**src/rtl/div_ctrl_pkg.sv**
```systemverilog
// Shared types and default sizing for the divided-clock tick controller.
// No logic; constants and the controller state encoding only.
// No flow control of its own.
package div_ctrl_pkg;

  typedef enum logic [1:0] {
    IDLE     = 2'd0,
    RUN      = 2'd1,
    STOPPING = 2'd2
  } state_t;

  localparam int          DEF_CNT_W     = 25;
  localparam int unsigned DEF_DIV_RESET = 25000000;
  localparam int          DEF_TCNT_W    = 16;

endpackage

```
**src/rtl/div_tick_counter.sv**
```systemverilog
// Divide counter with clear/enable, divide-ratio register and terminal-count decode.
// tc is combinational from registered cnt/div_reg; loads take effect next cycle.
// No handshake; the parent decides when to clear, count and load.
module div_tick_counter
  import div_ctrl_pkg::*;
#(
  parameter int          CNT_W     = DEF_CNT_W,
  parameter int unsigned DIV_RESET = DEF_DIV_RESET
) (
  input  logic             clk,
  input  logic             rst,
  input  logic             clr,
  input  logic             en,
  input  logic             load,
  input  logic [CNT_W-1:0] load_div,
  output logic [CNT_W-1:0] cnt,
  output logic [CNT_W-1:0] div_reg,
  output logic             tc
);

  // div_reg is never 0, so div_reg-1 cannot wrap.
  assign tc = (cnt == div_reg - CNT_W'(1));

  // Count 0..div_reg-1 while enabled; held at zero when cleared.
  always_ff @(posedge clk) begin
    if (rst) begin
      cnt <= '0;
    end else if (clr || (en && tc)) begin
      cnt <= '0;
    end else if (en) begin
      cnt <= cnt + CNT_W'(1);
    end
  end

  // Divide ratio register, reloaded only when the controller allows it.
  always_ff @(posedge clk) begin
    if (rst) begin
      div_reg <= CNT_W'(DIV_RESET);
    end else if (load) begin
      div_reg <= load_div;
    end
  end

endmodule

```
**src/rtl/div_tick_ctrl.sv**
```systemverilog
// Start/stop controller for a programmable tick (clock-enable) with glitch-free ratio changes.
// First tick D cycles after start is sampled; outputs are decoded from registers only.
// cfg_ready drops while a ratio change waits for the next tick boundary.
module div_tick_ctrl
  import div_ctrl_pkg::*;
#(
  parameter int          CNT_W     = DEF_CNT_W,
  parameter int unsigned DIV_RESET = DEF_DIV_RESET,
  parameter int          TCNT_W    = DEF_TCNT_W
) (
  input  logic              clk,
  input  logic              rst,
  input  logic              start,
  input  logic              stop,
  input  logic              cfg_valid,
  input  logic [CNT_W-1:0]  cfg_div,
  output logic              cfg_ready,
  output logic              cfg_err,
  output logic              tick,
  output logic              div_clk,
  output logic              running,
  output logic [TCNT_W-1:0] tick_cnt
);

  state_t            state, state_nxt;
  logic [CNT_W-1:0]  cnt;
  logic [CNT_W-1:0]  div_reg;
  logic [CNT_W-1:0]  pend_div;
  logic              pend_valid;
  logic              tc;
  logic              xfer;
  logic              cfg_zero;
  logic              end_run;
  logic              load;
  logic [CNT_W-1:0]  load_div;
  logic              clr;

  assign running   = (state != IDLE);
  assign tick      = running && tc;
  assign end_run   = tick && (state == STOPPING);
  assign cfg_ready = !rst && !pend_valid;
  assign xfer      = cfg_valid && cfg_ready;
  assign cfg_zero  = (cfg_div == '0);
  assign clr       = (state == IDLE) || (tick && pend_valid);

  div_tick_counter #(
    .CNT_W     (CNT_W),
    .DIV_RESET (DIV_RESET)
  ) u_cnt (
    .clk      (clk),
    .rst      (rst),
    .clr      (clr),
    .en       (running),
    .load     (load),
    .load_div (load_div),
    .cnt      (cnt),
    .div_reg  (div_reg),
    .tc       (tc)
  );

  // Ratio load select: a pending value lands on a tick; a fresh value lands
  // directly when idle, or on the final tick of a stop (otherwise it would be
  // parked in the pending slot with no tick left to release it).
  always_comb begin
    load     = 1'b0;
    load_div = pend_div;
    if (tick && pend_valid) begin
      load = 1'b1;
    end else if (xfer && !cfg_zero && ((state == IDLE) || end_run)) begin
      load     = 1'b1;
      load_div = cfg_div;
    end
  end

  // Next-state decode; stop has priority over start in RUN simply because start is not looked at there.
  always_comb begin
    state_nxt = state;
    case (state)
      IDLE:     if (start) state_nxt = RUN;
      RUN:      if (stop)  state_nxt = STOPPING;
      STOPPING: if (tc)    state_nxt = IDLE;
      default:  state_nxt = IDLE;
    endcase
  end

  // State register.
  always_ff @(posedge clk) begin
    if (rst) state <= IDLE;
    else     state <= state_nxt;
  end

  // Pending ratio holds a change accepted mid-run until the next tick boundary.
  always_ff @(posedge clk) begin
    if (rst) begin
      pend_valid <= 1'b0;
      pend_div   <= '0;
    end else if (tick && pend_valid) begin
      pend_valid <= 1'b0;
    end else if (xfer && !cfg_zero && (state != IDLE) && !end_run) begin
      pend_valid <= 1'b1;
      pend_div   <= cfg_div;
    end
  end

  // Divided clock toggles after each running tick and is parked low when the run ends.
  always_ff @(posedge clk) begin
    if (rst)          div_clk <= 1'b0;
    else if (end_run) div_clk <= 1'b0;
    else if (tick)    div_clk <= !div_clk;
  end

  // Tick counter restarts on start and free-wraps on every tick.
  always_ff @(posedge clk) begin
    if (rst)                         tick_cnt <= '0;
    else if (state == IDLE && start) tick_cnt <= '0;
    else if (tick)                   tick_cnt <= tick_cnt + TCNT_W'(1);
  end

  // Zero-ratio request is consumed and flagged for one cycle.
  always_ff @(posedge clk) begin
    if (rst) cfg_err <= 1'b0;
    else     cfg_err <= xfer && cfg_zero;
  end

endmodule

```
**config.mk**
```make
export PLATFORM = sky130hd
export DESIGN_NAME = div_tick_ctrl
export DESIGN_NICKNAME = d
export VERILOG_FILES = /design/src/rtl/div_ctrl_pkg.sv /design/src/rtl/div_tick_counter.sv /design/src/rtl/div_tick_ctrl.sv
export SDC_FILE = /design/constraint.sdc
export NUM_CORES = 1
export LEC_CHECK = 0
export CORE_AREA = 10 10 116 118
export DETAILED_ROUTE_END_ITERATION = 10
export DIE_AREA = 0 0 126 128
export PLACE_DENSITY = 0.79
export SLEW_MARGIN = 20
export SYNTH_ARGS = -nofsm -noshare
export SYNTH_HDL_FRONTEND = slang
export SYNTH_SLANG_ARGS = --single-unit
```
**constraint.sdc**
```tcl
create_clock -name clk -period 10.32 [get_ports clk]
set_input_delay 1.032 -clock clk [delete_from_list [all_inputs] [get_ports clk]]
set_output_delay 1.032 -clock clk [all_outputs]
set_load 0.01 [all_outputs]
```
# Yosys cells after proc, flatten, opt, wreduce, memory -nomap -nowiden
# Index checks and enable logic that the tools add are counted.
word_totals:
  regBits: 96
  latchBits: 0
  ramBits: 0
  romBits: 0
  output_inout_bits: 21
  word_cells: 54
  mem_count: 0
classes:
  n_addsub: 3
  multipliers: 0
  n_div: 0
  order_cmp: 0
  eq_ne: 6
  shift: 0
  muxes: 8
  bitwise: 1
  reduce_logical: 28
op_table:
  columns: ["op", "count"]
  rows:
  - ["$mux W25", 2]
  - ["$add A25 B1 Y25 const B", 1]
  - ["$eq A25 B25 Y1", 1]
  - ["$logic_not A25 Y1", 1]
  - ["$sub A25 B1 Y25 const B", 1]
  - ["$add A16 B1 Y16 const B", 1]
  - ["$logic_and A1 B1 Y1", 11]
  - ["$reduce_or A2 Y1", 4]
  - ["$mux W2", 3]
  - ["$pmux W2 S3", 1]
  - ["$logic_not A1 Y1", 5]
  - ["$ne A2 B2 Y1 const B", 2]
  - ["$logic_or A1 B1 Y1", 3]
  - ["$reduce_and A3 Y1", 1]
  - ["$eq A2 B1 Y1 const B", 1]
  - ["$eq A2 B2 Y1 const B", 1]
  - ["$logic_not A2 Y1", 1]
  - ["$mux W1", 2]
  - ["$ne A2 B1 Y1 const B", 1]
  - ["$reduce_and A2 Y1", 1]
  - ["$reduce_bool A2 Y1", 1]
  - ["$not A1 Y1", 1]

# Depth between registers and ports, before layout
# Gate-level depths: netlist of the first run.
depth:
  depth_word: 8
  mapped_depth: 15
  mapped_depth_nobuf: 11

# By module
# Synthesis of the first run repeated with hierarchy kept, for this count alone.
hier_totals:
  hier_cells: 593
  area_unflattened_um2: 5403.9
by_module_without_submodules:
  columns: ["module", "instances", "cells_per_inst", "area_per_inst_um2"]
  rows:
  - ["div_tick_counter", 1, 355, 3041.7]
  - ["div_tick_ctrl", 1, 238, 2362.3]

# Least setup slack after synthesis of the first run
# Ideal clock, no wire load.
synth_timing:
  path_kind: "reg-to-output"
  from: "reg u_cnt.div_reg[11]"
  to: "out tick"
  arrival_time_ps: 2824
  required_ps: 9288
  slack_ps: 6464
  path_stages_with_launch: 10
  path_buffers: 2
  path_cell_list: "dfxtp_1 buf_6 or4_4 or3_1 buf_2 or4_1 a22o_1 nor4_1 nand4_1 nor3b_1"
synth_between:
  elab_chain_cells: 3
synth_lines:
  columns: ["element", "line_no", "text"]
  rows:
  - ["start, declared", "div_tick_counter.sv:17", "output logic [CNT_W-1:0] div_reg,"]
  - ["start signal, assigned", "div_tick_counter.sv:38", "div_reg <= CNT_W'(DIV_RESET);"]
  - ["start signal, assigned", "div_tick_counter.sv:40", "div_reg <= load_div;"]
  - ["$sub A25 B1 Y25", "div_tick_counter.sv:22", "assign tc = (cnt == div_reg - CNT_W'(1));"]
  - ["$eq A25 B25 Y1", "div_tick_counter.sv:22", null]
  - ["$logic_and A1 B1 Y1", "div_tick_ctrl.sv:39", "assign tick = running && tc;"]
  - ["end, declared", "div_tick_ctrl.sv:19", "output logic tick,"]
# Every way passes these cells.

# Final worst setup path of the first run
layout_timing:
  from: "reg u_cnt.div_reg[0]"
  to: "out tick"
# The elaborated chain is that of the path after synthesis.

==> impl_results.md, run 1 <==
- Status: complete, no violations
- Leak: 2.11 nW
- Total GRT Usage: 17.6%
- Setup TNS: 0 ns
- Netlist cell types: 71
- Slowest cell on the critical path: nor4_1
- Total gr overflow: 0
- CP Class: flop to output pin
- Detailed Route Iter0 Violations: ~480
- Setup Skew: 0.0104 ns
- H-tree levels: 3
- Setup bufs post-CTS: 0
- Max Buffers Root-to-Sink: 2
- Synth area leaders: dfxtp_1 35%, mux2i_1 9.3%, nor2_1 6.4%
- FP Rows: 39
- First-pass GRT wire length: ~23000 µm
- CP peak stage delay: a little under 0.6 ns
- Final hold vios: 0
- Post-synth EDFFs: 0
- Die Ht: roughly 130 µm
- Mapped Cells: 637
- Clk root buf: clkbuf_16
- Nets@finish: around 700
- Post-synth top area share: a little over a third
- Final Setup Violations: 0
- CTS tree: done
- Cell taking the most area after synthesis: dfxtp_1
- Peak supply drop: 0.100 mV
- Most frequent cells in the layout: 96 x dfxtp_1, 94 x nor2_1, 51 x mux2i_1
- Final worst-path cycle share: 48.1%
- Reg2reg path depth: 11
- Hold/Removal Path Class: flop to flop
- Least-Margin Pin Slew: 1.03 ns
- Arrival @ worst endpoint: 3.93 ns
- Synthesized Nets: 670
- # port buffers: 50
- Total Wirelength: 14600 µm
- # IOs: 51
- Worst skew pair latency: 0.36 ns
- Worst min-delay path startpoint: pend_div[18]
- Crit path max fanout: 10
- Main flop type after synthesis: dfxtp_1
- Critical path required time: a little over 9 ns
- Sink count of the clock tree: 96
- Hold depth: 2
- Antenna cells: 0
- Number of global-route vias before repair: 4544
- Seq cells post-synth: 96
- Max_cap viols: 0
- Rel. slew slack: 31.0%
- Total power after layout: about 0.00087 W
- Vias post-DR: 4728
- Fmax: between 200 and 250 MHz
- Pin count of the biggest net entering global routing: 48
- Core Footprint: 11200 µm²
- FF-to-FF setup slack: 5.62 ns
- Seq/Total Area, Yosys: 34.9%
- Final GP Congestion: just over 0.9
- Power Density: 136 nW/µm²
- TritonCTS buffer count: 9
- DR WL/cell: 18.0 µm
- Clock-pin transition on the worst setup and hold timing paths: 0.07 ns
- Via density: 5.82
- Post-route ant nets: 0
- CP cell instances: inv_1, ha_1, or4b_1, nor4_1, and3_1, o22ai_1, nor4_1, nand4_1, nor3b_1, clkdlybuf4s50_1
- Initial antenna violation count: 0
- Post-detail-place hpwl: approximately 11000 µm
- CP dominant cell by count: nor4_1
- Post-CTS Resized: 0
- Hold Buf Count CTS: 0
- Share of layout cells above drive strength 1: 7.47%
- Max-slew violation count: 0
- Worst flop-to-flop path endpoint: u_cnt.div_reg[6]
- Worst hold path endpoint: pend_div[18]
- Fin util: 56.7%
- Syn-to-layout area delta: 15.5%
- CP endpoint kind: output pin
- Die W: 126 µm
- Most common cell after layout, fill and taps aside: dfxtp_1
- TritonRoute pass-1 iters: 5
- Worst reg2reg startpoint: u_cnt.div_reg[0]
- Die ar.: 16100 µm²
- DRC violations left: 0
- Synthesized area per cell: 8.65 µm²
- Ys Warns: 0
- Async SR Flop Fraction: 0%
- Post-layout min period: 4.96 ns
- Startpoint types: flop
- Starting Density: about half
- Unrepaired setup endpoints after global routing: false
- Min Hold Slack: 0.493 ns
- Mapped cell area: 5510 µm²
[cell type report]
cell class | count | area, µm²
clock buffers | 11 | 243
clock inverters | 5 | 63.8
fillers | 1015 | 4860
inverters | 28 | 105
multi-input cells | 474 | 3300
flip-flops and latches | 96 | 1920
well taps | 143 | 179
repair buffers | 55 | 553
[where the power goes]
group	internal [W]	switching, W	leakage [nW]	total (W)
combinational	0.0000512	0.0000649	1.19	0.000116
clock	0.000197	0.000152	0.147	0.000349
sequential	0.000382	0.0000198	0.779	0.000402
total	0.000630	0.000237	2.11	0.000867
[logic make-up (layout without fill, tap and decap cells)]
| family | count (synthesis) | count (layout) | share of synthesized area (%) |
|---|---|---|---|
| muxes | 51 | 51 | 9.26 |
| xor gates and xnor gates | 61 | 61 | 9.97 |
| DFF | 96 | 96 | 34.9 |
| and+or+nand+nor | 280 | 280 | 27.5 |
| AOI/OAI and AO/OA | 79 | 79 | 12.1 |
| buffers and inverters | 67 | 99 | 5.59 |
| adders and majority gates | 3 | 3 | 0.681 |
[worst max-delay path by stage]
stage	startpoint	to	slack (ns)	depth (start not counted)
floorplan	u_cnt.div_reg[11]	tick	6.46	9
global placement	u_cnt.div_reg[0]	tick	5.79	10
detailed placement	u_cnt.div_reg[0]	u_cnt.div_reg[6]	5.71	11
CTS	u_cnt.div_reg[0]	tick	5.36	10
global route	u_cnt.div_reg[0]	tick	5.07	10
finish	u_cnt.div_reg[0]	tick	5.36	10
[Yosys cell counts (2+ instances only)]
library cell and number:
a211oi_1 3, nor4b_1 2, xor2_1 32, ha_1 3, buf_1 2, or3_1 7, a21o_1 2, nor4_1 19
nand2_1 39, and3_1 9, or2_1 2, o31ai_1 4, nand4_1 11, o211a_1 3, nor3_1 19, or4b_1 2
a31oi_1 5, o22ai_1 2, dfxtp_1 96, nand3b_1 4, mux2i_1 51, buf_4 3, a311oi_1 2, clkbuf_1 23
o32ai_1 2, or3b_2 2, nand3_1 23, o221ai_1 4, buf_2 8, o21ai_0 4, xnor2_1 28, nor3b_1 4
a21oi_1 10, and4_1 3, or4_1 3, inv_1 28, and2_1 11, o31a_1 2, nor2_1 94, nor4_2 10
o221ai_2 9, a2bb2oi_1 11, nand2b_1 8
[per-layer routing]
| metal | up-vias | global-route usage [%] | share of wire [%] |
|---|---|---|---|
| met4 | 0 | 7.17 | 1.9 |
| met1 | 2256 | 22.6 | 45 |
| met2 | 126 | 28.7 | 48 |
| met3 | 22 | 2.77 | 4.6 |
| li1 | 2324 | - | - |
| met5 | - | 0 | 0 |
[metrics by stage]
step	area (µm²)	setup WS (ns)	instances
5_1_grt	6360	5.07	812
3_5_place_dp	6030	5.71	795
6_report	6360	5.36	812
3_3_place_gp	6030	5.79	795
2_1_floorplan	5510	6.46	637
4_1_cts	6340	5.36	811
[critical path, delay by kind of cell (launching register included)]
| family | cells | cell delay, ns |
|---|---|---|
| buffers and inverters | 2 | 0.70 |
| flip-flops | 1 | 0.41 |
| adder cells (fa/ha/maj) | 1 | 0.33 |
| AND/OR/NAND/NOR | 6 | 2.04 |
| AO/OA/AOI/OAI | 1 | 0.10 |
Power figures use the tool's default switching activity.
==> inputs of run 2 (changes only) <==
Settings changed: PLACE_DENSITY 0.79 to 0.82.
Clock period 10.32 ns to 4.1 ns, I/O delays scaled along.
==> impl_results.md, run 2 (synthesis results as in run 1) <==
- Max_cap viols: 0 (unchanged)
- Final Setup Violations: 0 (unchanged)
- Critical path required time: 3.69 ns (-5.60 ns)
- Setup TNS: 0 ns (unchanged)
- # fillers: 984 (-3.1%)
- Unrepaired setup endpoints after global routing: false
- Final worst-path cycle share: 92.7%
- Area of the multi-input gates: 3340 µm² (+1.4%)
- Worst hold path endpoint: cfg_err
- Total power after layout: 0.00225 W (+160%)
- TritonRoute pass-1 iters: 5 (unchanged)
- Area taken by flip-flops and latches: 1920 µm² (unchanged)
- Worst flop-to-flop path endpoint: u_cnt.div_reg[16]
- Startpoint types: flop
- Status: complete, no violations
- Rel. slew slack: 53.9% (+23 points)
- Final non-filler cell total: 829 (+2.1%)
- Total gr overflow: 0 (unchanged)
- CP endpoint kind: output pin
- Least-Margin Pin Slew: 0.690 ns (-0.342 ns)
- Crit path max fanout: 9 (-1)
- Post-detail-place hpwl: 10800 µm (+1.1%)
- Number of global-route vias before repair: 4821 (+6.1%)
- Worst reg2reg startpoint: u_cnt.div_reg[1]
- Hold/Removal Path Class: input port to flop
- DR WL/cell: 17.8 µm (-1.1%)
- CTS tree: done
- Max-slew violation count: 0 (unchanged)
- Clock-pin transition on the worst setup and hold timing paths: 0.07 ns (about the same)
- Post-route ant nets: 0 (unchanged)
- Nets@finish: 714 (+2.4%)
- Post-layout min period: 3.80 ns
- Die Ht: 128 µm (unchanged)
- Max Buffers Root-to-Sink: 2 (unchanged)
- Total Wirelength: 14700 µm (+0.94%)
- Slowest cell on the critical path: or4_4
- TritonCTS buffer count: 9 (unchanged)
- Setup Skew: 0.0119 ns (+0.00147 ns)
- Worst min-delay path startpoint: rst
- Leak: 2.21 nW (+4.4%)
- Worst path buffer plus inverter count: 1 (-1)
- Die W: 126 µm (unchanged)
- Via density: 5.99 (+2.9%)
- First-pass GRT wire length: 24200 µm (+2.9%)
- Pin count of the biggest net entering global routing: 47 (-2.1%)
- Most common cell after layout, fill and taps aside: dfxtp_1
- Fmax: 263 MHz
- Core Footprint: 11200 µm² (unchanged)
- FP Rows: 39 (unchanged)
- Die ar.: 16100 µm² (unchanged)
- Final GP Congestion: 0.927 (+2.4%)
- Hold depth: 4 (+2)
- Vias post-DR: 4969 (+5.1%)
- Syn-to-layout area delta: 18.6%
- CP peak stage delay: 0.59 ns (about the same)
- Peak supply drop: 0.218 mV (+120%)
- Clk root buf: clkbuf_16
- Most frequent cells in the layout: 96 x dfxtp_1, 94 x nor2_1, 51 x mux2i_1
- H-tree levels: 3 (unchanged)
- CP Class: flop to output pin
- Post-Place Cells: 812 (+2.1%)
- Share of layout cells above drive strength 1: 10.3% (+2.9 points)
- Initial antenna violation count: 0 (unchanged)
- Detailed Route Iter0 Violations: 330 (-31%)
- CP cell instances: or4_4, or3_4, or4_1, a22o_1, nor4_1, nand4_1, nor3b_1, dlygate4sd2_1
- Sink count of the clock tree: 96 (unchanged)
- Worst skew pair latency: 0.36 ns (about the same)
- Reg2reg path depth: 14 (+3)
- Final hold vios: 0 (unchanged)
- DRC violations left: 0 (unchanged)
- Power Density: 344 nW/µm² (+150%)
- Total GRT Usage: 17.8% (+0.23 points)
- # IOs: 51 (unchanged)
- Starting Density: 49.1% (unchanged)
- # port buffers: 50 (unchanged)
- Arrival @ worst endpoint: 3.39 ns (-0.54 ns)
- Hold Buf Count CTS: 0 (unchanged)
- Top Family by Delay on Critical Path: simple AND/OR/NAND/NOR gates
- FF-to-FF setup slack: 0.41 ns (-5.21 ns)
- Antenna cells: 0 (unchanged)
[run 2: power breakdown]
group          internal [W]  total (W)  switching (W)
combinational      0.000142   0.000325       0.000182
sequential         0.000962    0.00100      0.0000420
clock              0.000538   0.000920       0.000382
[run 2: worst reg2reg max path, stage by stage (launching register included)]
cell and delay, ns:
dfxtp_1 0.40, inv_1 0.11, ha_2 0.28, nor4b_2 0.28, buf_4 0.19, and3_1 0.15
o2111ai_1 0.17, or4b_1 0.64, nor4_4 0.25, a41o_1 0.38, buf_4 0.18, nor2_1 0.05
a31oi_1 0.16, buf_4 0.21, a2bb2oi_1 0.17
[run 2: what timing repair did]
item / 4_1_cts / 5_1_grt
gates cloned: 0 / 1
gates resized for setup: 3 / 4
endpoints found under the setup margin: 1 / 55
pin swaps: 0 / 1
setup buffers: 0 / 0
[run 2: worst max-delay path by stage]
stage                                 start                 to  slack [ns]  depth (start not counted)
after floorplan            u_cnt.div_reg[0]  u_cnt.div_reg[10]        0.36                         15
after global placement     u_cnt.div_reg[1]        pend_div[9]        0.22                         12
after detailed placement   u_cnt.div_reg[1]        pend_div[9]        0.15                         12
after CTS                  u_cnt.div_reg[1]        pend_div[9]        0.21                         12
after global routing       u_cnt.div_reg[1]               tick        0.09                         11
final                     u_cnt.div_reg[10]               tick        0.30                          8
[run 2: per-stage QoR]
stage                     utilization (%)  area [µm²]  hold slack (ns)  setup WS (ns)
final                                58.2        6540            0.351          0.298
after CTS                            57.9        6500            0.355          0.205
after floorplan                         -        5510            0.440          0.359
after global routing                 58.2        6540            0.394         0.0926
after global placement               55.0        6170            0.467          0.215
after detailed placement             55.0        6170            0.465          0.152
[run 2: per-layer routing]
layer	global-route usage [%]	wire length, µm	vias to the layer above
met3	2.11	789	40
li1	-	-	2365
met1	22.0	6430	2394
met2	30.0	7080	170
met4	8.77	439	0
met5	0	0	-
[run 2: area by class of cell]
class,instances,share of cell area (%)
multi-input combinational,475,51.2
inverter,28,1.61
tap,143,2.74
clock buffer,10,3.50
clock inverter,6,1.42
timing repair buffer,71,10.2
sequential,96,29.4
